[config.mk]
export PLATFORM = sky130hd
export DESIGN_NAME = tmds_channel_decoder
export DESIGN_NICKNAME = d
export VERILOG_FILES = /design/src/rtl/tmds_pkg.sv /design/src/rtl/tmds_symbol_decode.sv /design/src/rtl/tmds_channel_decoder.sv
export SDC_FILE = /design/constraint.sdc
export NUM_CORES = 1
export LEC_CHECK = 0
export CELL_PAD_IN_SITES_DETAIL_PLACEMENT = 0
export CELL_PAD_IN_SITES_GLOBAL_PLACEMENT = 1
export CORE_MARGIN = 2
export CORE_UTILIZATION = 50
export DETAILED_ROUTE_END_ITERATION = 16
export GPL_TIMING_DRIVEN = 1
export HOLD_SLACK_MARGIN = 0.06
export MAX_ROUTING_LAYER = met4
export PLACE_DENSITY = 0.82
export SETUP_SLACK_MARGIN = 0.15
export SLEW_MARGIN = 20
export SYNTH_ARGS = -nofsm -noshare
export SYNTH_HDL_FRONTEND = slang
export SYNTH_SLANG_ARGS = --single-unit
export TNS_END_PERCENT = 30
[constraint.sdc]
create_clock -name CLK -period 5.7 [get_ports CLK]
set_input_delay 0.57 -clock CLK [delete_from_list [all_inputs] [get_ports CLK]]
set_output_delay 0.57 -clock CLK [all_outputs]
set_load 0.005 [all_outputs]
[src/rtl/tmds_pkg.sv]
// Shared TMDS definitions: control tokens, receiver state encoding and
// the decoded pixel payload.
package tmds_pkg;

  localparam int unsigned SYM_W   = 10;
  localparam int unsigned OFS_W   = 4;
  localparam int unsigned NUM_OFS = 10;

  localparam logic [SYM_W-1:0] CTRL_TOKEN_00 = 10'b1101010100;
  localparam logic [SYM_W-1:0] CTRL_TOKEN_01 = 10'b0010101011;
  localparam logic [SYM_W-1:0] CTRL_TOKEN_10 = 10'b0101010100;
  localparam logic [SYM_W-1:0] CTRL_TOKEN_11 = 10'b1010101011;

  typedef enum logic {
    ST_SEARCH = 1'b0,
    ST_LOCKED = 1'b1
  } state_t;

  typedef logic [OFS_W-1:0] ofs_t;

  typedef struct packed {
    logic [7:0] vd;
    logic [1:0] cd;
    logic       vde;
  } pix_t;

  // Bit offset walks 0..NUM_OFS-1 and wraps.
  function automatic ofs_t next_ofs(input ofs_t o);
    return (o == OFS_W'(NUM_OFS - 1)) ? '0 : o + ofs_t'(1);
  endfunction

endpackage

[src/rtl/tmds_symbol_decode.sv]
// Combinational decode of one aligned 10-bit TMDS symbol into control
// token / video data.
module tmds_symbol_decode
  import tmds_pkg::*;
(
  input  logic [SYM_W-1:0] sym,
  output logic             is_ctrl_c,
  output logic [1:0]       cd_c,
  output logic [7:0]       data_c
);

  logic [7:0] d;

  always_comb begin
    is_ctrl_c = 1'b1;
    cd_c      = 2'b00;
    case (sym)
      CTRL_TOKEN_00: cd_c = 2'b00;
      CTRL_TOKEN_01: cd_c = 2'b01;
      CTRL_TOKEN_10: cd_c = 2'b10;
      CTRL_TOKEN_11: cd_c = 2'b11;
      default:       is_ctrl_c = 1'b0;
    endcase
  end

  // Undo the optional inversion, then the XOR/XNOR transition chain.
  always_comb begin
    d         = sym[9] ? ~sym[7:0] : sym[7:0];
    data_c    = '0;
    data_c[0] = d[0];
    for (int i = 1; i < 8; i++) begin
      data_c[i] = sym[8] ? (d[i] ^ d[i-1]) : ~(d[i] ^ d[i-1]);
    end
  end

endmodule

[src/rtl/tmds_channel_decoder.sv]
// One TMDS receive channel: word alignment from control-token runs,
// lock supervision and registered symbol decode.
module tmds_channel_decoder
  import tmds_pkg::*;
#(
  parameter int unsigned SEARCH_WINDOW = 2048,
  parameter int unsigned LOCK_RUN      = 8,
  parameter int unsigned LOSS_WINDOW   = 4096
) (
  input  logic             CLK,
  input  logic             RSTn,
  input  logic [SYM_W-1:0] TMDS_in,
  output logic [7:0]       VD,
  output logic [1:0]       CD,
  output logic             VDE,
  output logic             LOCKED,
  output logic [OFS_W-1:0] ALIGN_OFS
);

  localparam int unsigned MAX_A = (SEARCH_WINDOW > LOSS_WINDOW) ? SEARCH_WINDOW : LOSS_WINDOW;
  localparam int unsigned MAX_C = (MAX_A > LOCK_RUN) ? MAX_A : LOCK_RUN;
  localparam int unsigned CNT_W = $clog2(MAX_C + 1);

  typedef logic [CNT_W-1:0] cnt_t;

  function automatic cnt_t sat_inc(input cnt_t v);
    return (&v) ? v : v + cnt_t'(1);
  endfunction

  logic [SYM_W-1:0]   prev;
  logic [SYM_W-1:0]   sym;
  logic [2*SYM_W-1:0] win;
  state_t             state, state_nxt;
  ofs_t               ofs_nxt;
  cnt_t               cyc, cyc_nxt, run, run_nxt, gap, gap_nxt, run_inc;
  pix_t               out_nxt;
  logic               is_ctrl;
  logic [1:0]         dec_cd;
  logic [7:0]         dec_data;

  assign win = {TMDS_in, prev};

  tmds_symbol_decode u_dec (
    .sym       (sym),
    .is_ctrl_c (is_ctrl),
    .cd_c      (dec_cd),
    .data_c    (dec_data)
  );

  always_ff @(posedge CLK or negedge RSTn) begin
    if (!RSTn) begin
      prev      <= '0;
      sym       <= '0;
      state     <= ST_SEARCH;
      ALIGN_OFS <= '0;
      cyc       <= '0;
      run       <= '0;
      gap       <= '0;
      VD        <= '0;
      CD        <= '0;
      VDE       <= 1'b0;
      LOCKED    <= 1'b0;
    end else begin
      prev      <= TMDS_in;
      sym       <= SYM_W'(win >> ALIGN_OFS);
      state     <= state_nxt;
      ALIGN_OFS <= ofs_nxt;
      cyc       <= cyc_nxt;
      run       <= run_nxt;
      gap       <= gap_nxt;
      VD        <= out_nxt.vd;
      CD        <= out_nxt.cd;
      VDE       <= out_nxt.vde;
      LOCKED    <= (state_nxt == ST_LOCKED);
    end
  end

  // Next state, counters and outputs; a lock in the same cycle as a window
  // expiry wins so the offset is kept.
  always_comb begin
    state_nxt = state;
    ofs_nxt   = ALIGN_OFS;
    cyc_nxt   = cyc;
    run_nxt   = run;
    gap_nxt   = gap;
    run_inc   = sat_inc(run);
    out_nxt   = '0;

    case (state)
      ST_SEARCH: begin
        cyc_nxt = sat_inc(cyc);
        run_nxt = is_ctrl ? run_inc : '0;
        if (is_ctrl && (run_inc >= CNT_W'(LOCK_RUN))) begin
          state_nxt = ST_LOCKED;
          cyc_nxt   = '0;
          run_nxt   = '0;
          gap_nxt   = '0;
        end else if (cyc == CNT_W'(SEARCH_WINDOW - 1)) begin
          ofs_nxt = next_ofs(ALIGN_OFS);
          cyc_nxt = '0;
          run_nxt = '0;
        end
      end
      ST_LOCKED: begin
        gap_nxt = is_ctrl ? '0 : sat_inc(gap);
        if (!is_ctrl && (gap == CNT_W'(LOSS_WINDOW - 1))) begin
          state_nxt = ST_SEARCH;
          cyc_nxt   = '0;
          run_nxt   = '0;
          gap_nxt   = '0;
        end
      end
      default: state_nxt = ST_SEARCH;
    endcase

    if (state_nxt == ST_LOCKED) begin
      if (is_ctrl) begin
        out_nxt.cd = dec_cd;
      end else begin
        out_nxt.vd  = dec_data;
        out_nxt.cd  = CD;
        out_nxt.vde = 1'b1;
      end
    end
  end

endmodule

Word-level counts from Yosys, hierarchy flattened:

Index checks and enable logic that the tools add are counted.

* bits in registers: 75
* input port bits: 12
* output and inout port bits: 16
* logic and storage cells: 88

* $add $sub $neg: 4
* $lt $le $gt $ge: 1
* equal/unequal tests: 12
* shift-type cells: 1
* multiplexer cells: 33
* bitwise gates (word level): 17
* reductions and logical operators: 10

Operators by type and width (count)
* 2-to-1 mux 13 bit: 12
* one-hot mux 13 bit (2 select lines): 3
* adder 13 x 1 -> 13 bit (second input constant): 3
* AND reduction 13 bit: 3
* == test 10 bit (second input constant): 2
* right shift 20 x 4 -> 10 bit: 1
* 2-to-1 mux 8 bit: 2
* == test 13 x 11 -> 1 bit (second input constant): 1
* == test 13 x 12 -> 1 bit (second input constant): 1
* greater-or-equal comparator 13 x 4 -> 1 bit (second input constant): 1
* 2-to-1 mux 1 bit: 11
* 2-to-1 mux 11 bit: 1
* == test 10 x 8 -> 1 bit (second input constant): 1
* == test 10 x 9 -> 1 bit (second input constant): 1
* NOT 1 bit: 9
* NOT 8 bit: 1
* bitwise XOR 1 bit: 7
* one-hot mux 2 bit (3 select lines): 1
* adder 4 x 1 -> 4 bit (second input constant): 1
* == test 4 bit (second input constant): 1
* 2-to-1 mux 4 bit: 1
* inequality test 2 x 1 -> 1 bit (second input constant): 2
* inequality test 4 x 3 -> 1 bit (second input constant): 1
* inequality test 4 bit (second input constant): 1
* other kinds (8): 10

Depth between registers and ports, before layout:

Gate-level depths: netlist (run 1).

* depth after elaboration: 8
* gate-level depth with buffers: 11
* depth with buffers taken out: 10

Hierarchy:

From an unflattened synthesis (run 1), not the netlist that was laid out.

* cell total of the unflattened synthesis: 411
* area total of the unflattened synthesis: 4190.3 µm²

Modules (own cells, without submodules)
* tmds_channel_decoder: times used 1, cells an instance 376, area each 3911.3 µm², seq. area each 1876.8 µm²
* tmds_symbol_decode: times used 1, cells an instance 35, area each 279.0 µm², seq. area each 0.0 µm²

Least setup slack after synthesis (run 1):

OpenSTA, ideal clock, no wires.

* path kind: register -> register
* from: reg run[0]
* to: reg ALIGN_OFS[3]
* library setup time: 66 ps
* arrival time: 2423 ps
* required time: 5634 ps
* path slack: 3212 ps
* stages on the path, launching flop included: 10
* path buffers: 1
* period minus slack after synthesis: 2488 ps
* cell sequence: dfrtp_1 > ha_1 > buf_6 > and2_1 > a21o_1 > a2111oi_4 > nand4_4 > o31a_4 > o41ai_2 > a22o_1

* cells in the longest elaborated chain, start to end: 6
* elaborated cells between the ends (all ways): 7
* those cells by class: 1 x add/sub; 1 x order compare; 1 x mux; 1 x bitwise; 3 x reduce/logical

RTL lines
* start, declared: RTL line tmds_channel_decoder.sv:35 `cnt_t cyc, cyc_nxt, run, run_nxt, gap, gap_nxt, run_inc;`
* start signal, assigned: RTL line tmds_channel_decoder.sv:69 `run <= run_nxt;`
* adder 13 x 1 -> 13 bit or AND reduction 13 bit (tied branches): RTL line tmds_channel_decoder.sv:27 `return (&v) ? v : v + cnt_t'(1);`
* 2-to-1 mux 13 bit (*): RTL line tmds_channel_decoder.sv:27
* greater-or-equal comparator 13 x 4 -> 1 bit (*): RTL line tmds_channel_decoder.sv:93 `if (is_ctrl && (run_inc >= CNT_W'(LOCK_RUN))) begin`
* logical AND 1 bit (*): RTL line tmds_channel_decoder.sv:93
* NOT 1 bit (no line) (*)
* AND reduction 3 bit (no line) (*)
* end signal, assigned: RTL line tmds_channel_decoder.sv:67 `ALIGN_OFS <= ofs_nxt;`
* end, declared: RTL line tmds_channel_decoder.sv:17 `output logic [OFS_W-1:0] ALIGN_OFS`

Mark *: on every way between the ends. The rest lies on a longest branch, timed or not.
A chain may end at the register's enable or synchronous reset.

Final worst setup path (run 1):

* from: reg gap[0]
* to: reg CD[0]

* cells in the longest elaborated chain, start to end: 5
* elaborated cells between the ends (all ways): 6
* those cells by class: 2 x eq/ne; 3 x mux; 1 x reduce/logical

RTL lines
* start, declared: RTL line tmds_channel_decoder.sv:35
* start signal, assigned: RTL line tmds_channel_decoder.sv:70 `gap <= gap_nxt;`
* == test 13 x 12 -> 1 bit (*): RTL line tmds_channel_decoder.sv:106 `if (!is_ctrl && (gap == CNT_W'(LOSS_WINDOW - 1))) begin`
* logical AND 1 bit (*): RTL line tmds_channel_decoder.sv:106
* 2-to-1 mux 1 bit (*): RTL line tmds_channel_decoder.sv:106
* one-hot mux 1 bit (2 select lines) (*): RTL line tmds_channel_decoder.sv:89 `case (state)`
* inequality test 2 x 1 -> 1 bit (no line) or 2-to-1 mux 11 bit (tied branches)
* end signal, assigned: RTL line tmds_channel_decoder.sv:72 `CD <= out_nxt.cd;`
* end, declared: RTL line tmds_channel_decoder.sv:14 `output logic [1:0] CD,`

Marked as above.

==> results of run 1 <==
layout make-up:
type                            count  share of cell area (%)
Inverter                           17                    1.33
Tap cell                          105                    2.74
Clock buffer                        9                    2.58
Multi-Input combinational cell    319                    45.1
Timing Repair Buffer               28                    5.74
Clock inverter                      7                    3.42
Sequential cell                    75                    39.1
stage by stage:
step / util (%) / instances
CTS: 58.4 / 560
floorplan: - / 434
finish: 58.4 / 560
global placement: 54.8 / 544
global route: 58.4 / 560
detailed placement: 54.9 / 544
Yosys cell counts, types with 8 or more instances:
library cell  count  area [sq um]
o21ai_0          19          95.1
dfrtp_1          75          1880
nand3_1          18          90.1
and2_1           12          75.1
nor4_1            8          50.1
ha_1              9           113
inv_1            15          56.3
mux2i_1          11           110
nor2_1           34           128
a31oi_1          11          68.8
nand2_1          43           161
clkbuf_1         10          37.5
xnor2_1          13           114
a21oi_1          40           200
mux4_2            9           203
and3_1           11          68.8
where the power goes:
part / leakage (nW) / switching (mW) / internal (mW)
sequential: 0.986 / 0.00751 / 0.539
combinational: 0.870 / 0.0282 / 0.0262
clock: 0.143 / 0.199 / 0.379
flip-flops by register name, indices dropped and copies added (netlist names):
| signal | count |
|---|---|
| ALIGN_OFS | 4 |
| state | 1 |
| sym | 10 |
| run | 13 |
| gap | 13 |
| VDE | 1 |
| cyc | 13 |
| CD | 2 |
| VD | 8 |
| prev | 10 |
per-layer routing:
| metal | up-vias | track usage, % |
|---|---|---|
| met5 | - | - |
| met4 | 0 | 6.43 |
| met3 | 12 | 3.68 |
| met2 | 68 | 30.0 |
| met1 | 1542 | 27.3 |
| li1 | 1605 | - |
worst paths after layout:
check,startpoint,end,slack [ns]
min reg2reg,gap[11],gap[11],0.49
min,RSTn,run[4],0.35
max,gap[0],CD[0],2.57
max reg2reg,gap[0],CD[0],2.57
max in group asynchronous,RSTn,ALIGN_OFS[0],4.72
min in group CLK,gap[11],gap[11],0.49
kinds of logic (layout without fill, tap and decap cells):
kind of cell / Yosys count / count (layout) / synth area share (%)
and+or+nand+nor: 158 / 158 / 19.0
AOI/OAI and AO/OA: 112 / 112 / 17.4
DFF: 75 / 75 / 44.2
buffers and inverters: 40 / 61 / 4.95
muxes: 26 / 26 / 8.96
xor gates and xnor gates: 14 / 14 / 2.89
adders and majority gates: 9 / 9 / 2.65
==> out/results.ini, run 1 <==
[outcome]
status = completed

[grt]
gr-total-overflow = 0
grt_pass1_wl_mm = 14.0
grt_max_degree = 76
grt_pass1_vias = 3035
track_usage_pct = 19.9
antenna_found_initial = 0

[route]
finalWirelength_mm = 8.18
drt_iter0_drc = 103
wl_met3_um = 287
drc = 0
drt-wirelength-per-cell_um = 14.6
drt_pass1_iterations = 4
highest_layer = met4
dr_total_vias = 3227
wl_met2_mm = 3.76
wl_met1_mm = 4.02
postRouteAntennaNets = 0
via_per_inst = 5.76

[layout]
mostFrequentLayoutCell = dfrtp_1
fill_cells = 711
nets = 471
synthToLayoutAreaGrowth_pct = 13.1
stdcell_area_sq_mm = 0.00480
seq_area_sq_mm = 0.00188
drive_above_1_share_pct = 10.1
multi_input_comb_area_sq_mm = 0.00216
antenna_cells = 0
final_cell_mix = 74 x dfrtp_1, 43 x nand2_1, 40 x a21oi_1, 34 x nor2_1, 26 x clkdlybuf4s50_1

[worst_setup_path]
critPathTopFamily = simple AND/OR/NAND/NOR gates
cp_slowest_cell = nor4_1
path_common_cell = a21oi_1
crit_type = flop to flop
arrival_ns = 3.32
cp_data_required_time_ns = 5.89
critPathMaxFanout = 21
max_stage_delay_ns = 0.50
ff2ff_path_depth = 9
crit_buf_inv = 1
cp.depth = 9
worstPathCellList = ha_1, nand3_1, nor4_1, nand4_1, o21a_1, nand2_1, inv_1, a21oi_1, a21oi_1
endpoint_kind = flop
start_kind = flop

[power_and_ir_drop]
finalPower_mw = 1.18
powerDensity_mw_per_mm2 = 246
p_leak_nw = 2.00
peakVddDrop_mv = 0.115

[placement]
dp_hpwl_mm = 5.84
io_buffer_count = 27
gp_congestion = 0.840
dp_worst_setup_slack_ns = 2.63
dpl_cell_area_sq_mm = 0.00451

[synth]
postSynth.asyncResetShare_pct = 100
synthDistinctLibCells = 58
synth_edf_count = 0
dominantRegCellSynth = dfrtp_1
ys_ff_latch = 75
synth_nets = 455
synth_warnings = 0
netlist_area_sq_mm = 0.00425
syn-instance-count = 434
ys_seq_area_share_pct = 44.2
avgSynthCellArea_sq_um = 9.78

[clock_network]
holdBufCountCts = 0
clkSinkCount = 75
clk_pin_slew_ns = 0.08
post_cts_buffers = 0
cts_resized = 0
h-tree-depth = 3
insertion_delay_ns = 0.34
cts_made_buffers = 9
cts_tree = yes
cts_max_path_buffers = 2
clockRootBuffer = clkbuf_8

[job]
maxCapViolations = 0

[sta]
hold_slack_ns = 0.353
slew_headroom_pct = 39.9
fin_crit_ns = 3.13
rsz0062_at_grt = no
hold_violations = 0
fin_ws_ns = 2.57
fmax_mhz = 320
slew_violations = 0
setup_tns_ns = 0
skew_ns = 0.00703
worstMarginPinSlew_ns = 0.901
setup_viol = 0
fin_crit_sh_pct = 54.8

[hold_path]
hold_class = input pin to asynchronous set/reset pin

[floorplan]
initial_core_util_pct = 51.7
io_pins = 28
core_area_sq_mm = 0.00822
fp.dieH_um = 96.1
fp.dieW_um = 96.1
rows = 33
dieArea_sq_mm = 0.00924

Note: power is estimated with default switching activity, not from simulation.
==> run 2, diff against run 1 <==
- CORE_UTILIZATION: 50 -> 42
- PLACE_DENSITY: 0.82 -> 0.73
- clock period: 5.7 -> 2.79 ns (I/O delays scaled with it)
==> run 2 against run 1 <==
Effect of this change: via count rose by 3.1%; cell count rose by 7.9%; largest power group is now registers; clock skew rose by 0.0035 ns; critical endpoint is now ALIGN_OFS[3]; die area rose by 18%; worst setup slack got worse by 2.3 ns; flip-flop and latch count did not move; global-route usage fell by 1.2 points; core utilization fell by 7.9 points; total power rose by 84%.
==> out/results.ini, run 2 (synthesis gave the netlist of run 1 again) <==
[grt]
grt_pass1_vias = 3201  ; +5.5%
track_usage_pct = 18.7  ; -1.2 points
grt_max_degree = 76  ; unchanged
gr-total-overflow = 0  ; unchanged
antenna_found_initial = 0  ; unchanged
grt_pass1_wl_mm = 15.9  ; +14%

[power_and_ir_drop]
seqPwrFrac_pct = 51.3  ; +5.0 points
powerDensity_mw_per_mm2 = 441  ; +79%
finalPower_mw = 2.17  ; +84%
peakVddDrop_mv = 0.221  ; +93%
internal-power_mw = 1.68  ; +78%
combPwrFrac_pct = 5.3  ; +0.7 points
switchingPower_mw = 0.489  ; +110%
p_sw_share_pct = 22.5  ; +2.6 points
p_clk_share_pct = 43.4  ; -5.6 points
p_leak_nw = 2.05  ; +2.6%

[worst_setup_path]
worstPathCellList = nand4_2, o31a_1, a2111oi_4, nand4_4, o31a_4, o41ai_2, a22o_1
cp_slowest_cell = dfrtp_1
start_kind = flop
r2r-end = ALIGN_OFS[3]
critPathMaxFanout = 8  ; -62%
r2r-start = run[3]
crit_buf_inv = 0  ; -1
max_stage_delay_ns = 0.48  ; -0.02 ns
ff2ff_setup_slack_ns = 0.28  ; -2.30 ns
cp_data_required_time_ns = 3.08  ; -2.81 ns
ff2ff_path_depth = 7  ; -2
endpoint_kind = flop
arrival_ns = 2.81  ; -0.51 ns
crit_type = flop to flop
critPathTopFamily = compound AO/OA/AOI/OAI gates

[sta]
setup_viol = 0  ; unchanged
slew_headroom_pct = 36.8  ; -3.1 points
fin_ws_ns = 0.278  ; -2.30 ns
slew_violations = 0  ; unchanged
hold_violations = 0  ; unchanged
rsz0062_at_grt = yes
fmax_mhz = 398  ; +24%
skew_ns = 0.0105  ; +0.00346 ns
fin_crit_sh_pct = 90.0  ; +35 points
fin_crit_ns = 2.51  ; -0.614 ns
setup_tns_ns = 0  ; unchanged
worstMarginPinSlew_ns = 0.948  ; +0.0463 ns

[floorplan]
core_area_sq_mm = 0.00977  ; +19%
initial_core_util_pct = 43.4  ; -8.2 points
io_pins = 28  ; unchanged
rows = 36  ; +9.1%
dieArea_sq_mm = 0.0109  ; +18%
fp.dieH_um = 105  ; +8.7%
fp.dieW_um = 105  ; +8.7%

[route]
drt_pass1_iterations = 4  ; unchanged
finalWirelength_mm = 9.26  ; +13%
drt-wirelength-per-cell_um = 15.3  ; +5.0%
drt_iter0_drc = 182  ; +77%
postRouteAntennaNets = 0  ; unchanged
via_per_inst = 5.51  ; -4.4%
drc = 0  ; unchanged
dr_total_vias = 3326  ; +3.1%

[layout]
final_cell_mix = 74 x dfrtp_1, 43 x nand2_1, 40 x a21oi_1, 34 x nor2_1, 26 x clkdlybuf4s50_1
top_regs = cyc (13), gap (13), run (13)
synthToLayoutAreaGrowth_pct = 16.2
antenna_cells = 0  ; unchanged
seq_area_sq_mm = 0.00188  ; unchanged
drive_above_1_share_pct = 13.4  ; +3.3 points
fill_cells = 946  ; +33%
multi_input_comb_area_sq_mm = 0.00219  ; +1.4%
final_util_pct = 50.5  ; -7.9 points
nets = 487  ; +3.4%
mostFrequentLayoutCell = dfrtp_1

[clock_network]
clkSinkCount = 75  ; unchanged
clockRootBuffer = clkbuf_8
holdBufCountCts = 0  ; unchanged
cts_made_buffers = 9  ; unchanged
insertion_delay_ns = 0.36  ; +0.02 ns
cts_max_path_buffers = 2  ; unchanged
clk_pin_slew_ns = 0.07  ; about the same
cts_tree = yes
h-tree-depth = 3  ; unchanged

[job]
maxCapViolations = 0  ; unchanged

[placement]
dp_hpwl_mm = 6.54  ; +12%
io_buffer_count = 27  ; unchanged
dp_worst_setup_slack_ns = 0.0663  ; -2.56 ns
gp_congestion = 0.813  ; -3.2%

[outcome]
status = completed

[hold_path]
hold_class = input pin to asynchronous set/reset pin

==> run 2: final cells by class <==
type / count / area share [%]
clock buffer: 12 / 2.94
clock inverter: 4 / 1.50
inverter: 17 / 1.29
multi-input combinational: 319 / 44.5
sequential: 75 / 38.1
tap: 133 / 3.37
timing repair buffer: 44 / 8.34
==> run 2: how the worst max path moves through the flow <==
stage                start      endpoint  cells after the start
global route        gap[1]       cyc[11]                     10
detailed placement  run[1]        cyc[4]                      9
global placement    run[1]        cyc[4]                      9
CTS                 run[1]        cyc[4]                     10
floorplan           run[0]  ALIGN_OFS[3]                      9
finish              run[3]  ALIGN_OFS[3]                      7
==> run 2: power by group through the flow <==
stage	sequential, mW	clock (mW)	combinational (mW)
2_1_floorplan	1.13	0	0.0641
3_3_place_gp	1.14	0	0.118
3_5_place_dp	1.14	0	0.119
4_1_cts	1.11	0.971	0.119
5_1_grt	1.12	1.02	0.132
6_report	1.11	0.943	0.116
==> run 2: stage by stage <==
step	cells	hold slack (ns)	instance area, sq um
2_1_floorplan	434	-0.0166	4250
3_3_place_gp	585	0.466	4640
3_5_place_dp	585	0.478	4640
4_1_cts	603	0.101	4870
5_1_grt	604	0.150	4930
6_report	604	0.0617	4930
==> run 2: worst register-to-register path, cell delays in order, from the launching register on <==
cell,delay (ns)
dfrtp_1,0.48
nand4_2,0.20
o31a_1,0.35
a2111oi_4,0.37
nand4_4,0.18
o31a_4,0.36
o41ai_2,0.33
a22o_1,0.18
==> run 2: routing by layer <==
layer	vias up	routed length [um]	global-route usage (%)
met5	-	0	-
met1	1604	4500	25.1
met3	15	321	3.24
met4	0	172	7.82
li1	1640	-	-
met2	67	4270	28.2
==> run 2: timing repair <==
action | CTS | global route
setup endpoints to repair | 19 | 29
setup buffers | 2 | 1
gates resized for setup | 1 | 7
pin swaps | 1 | 2
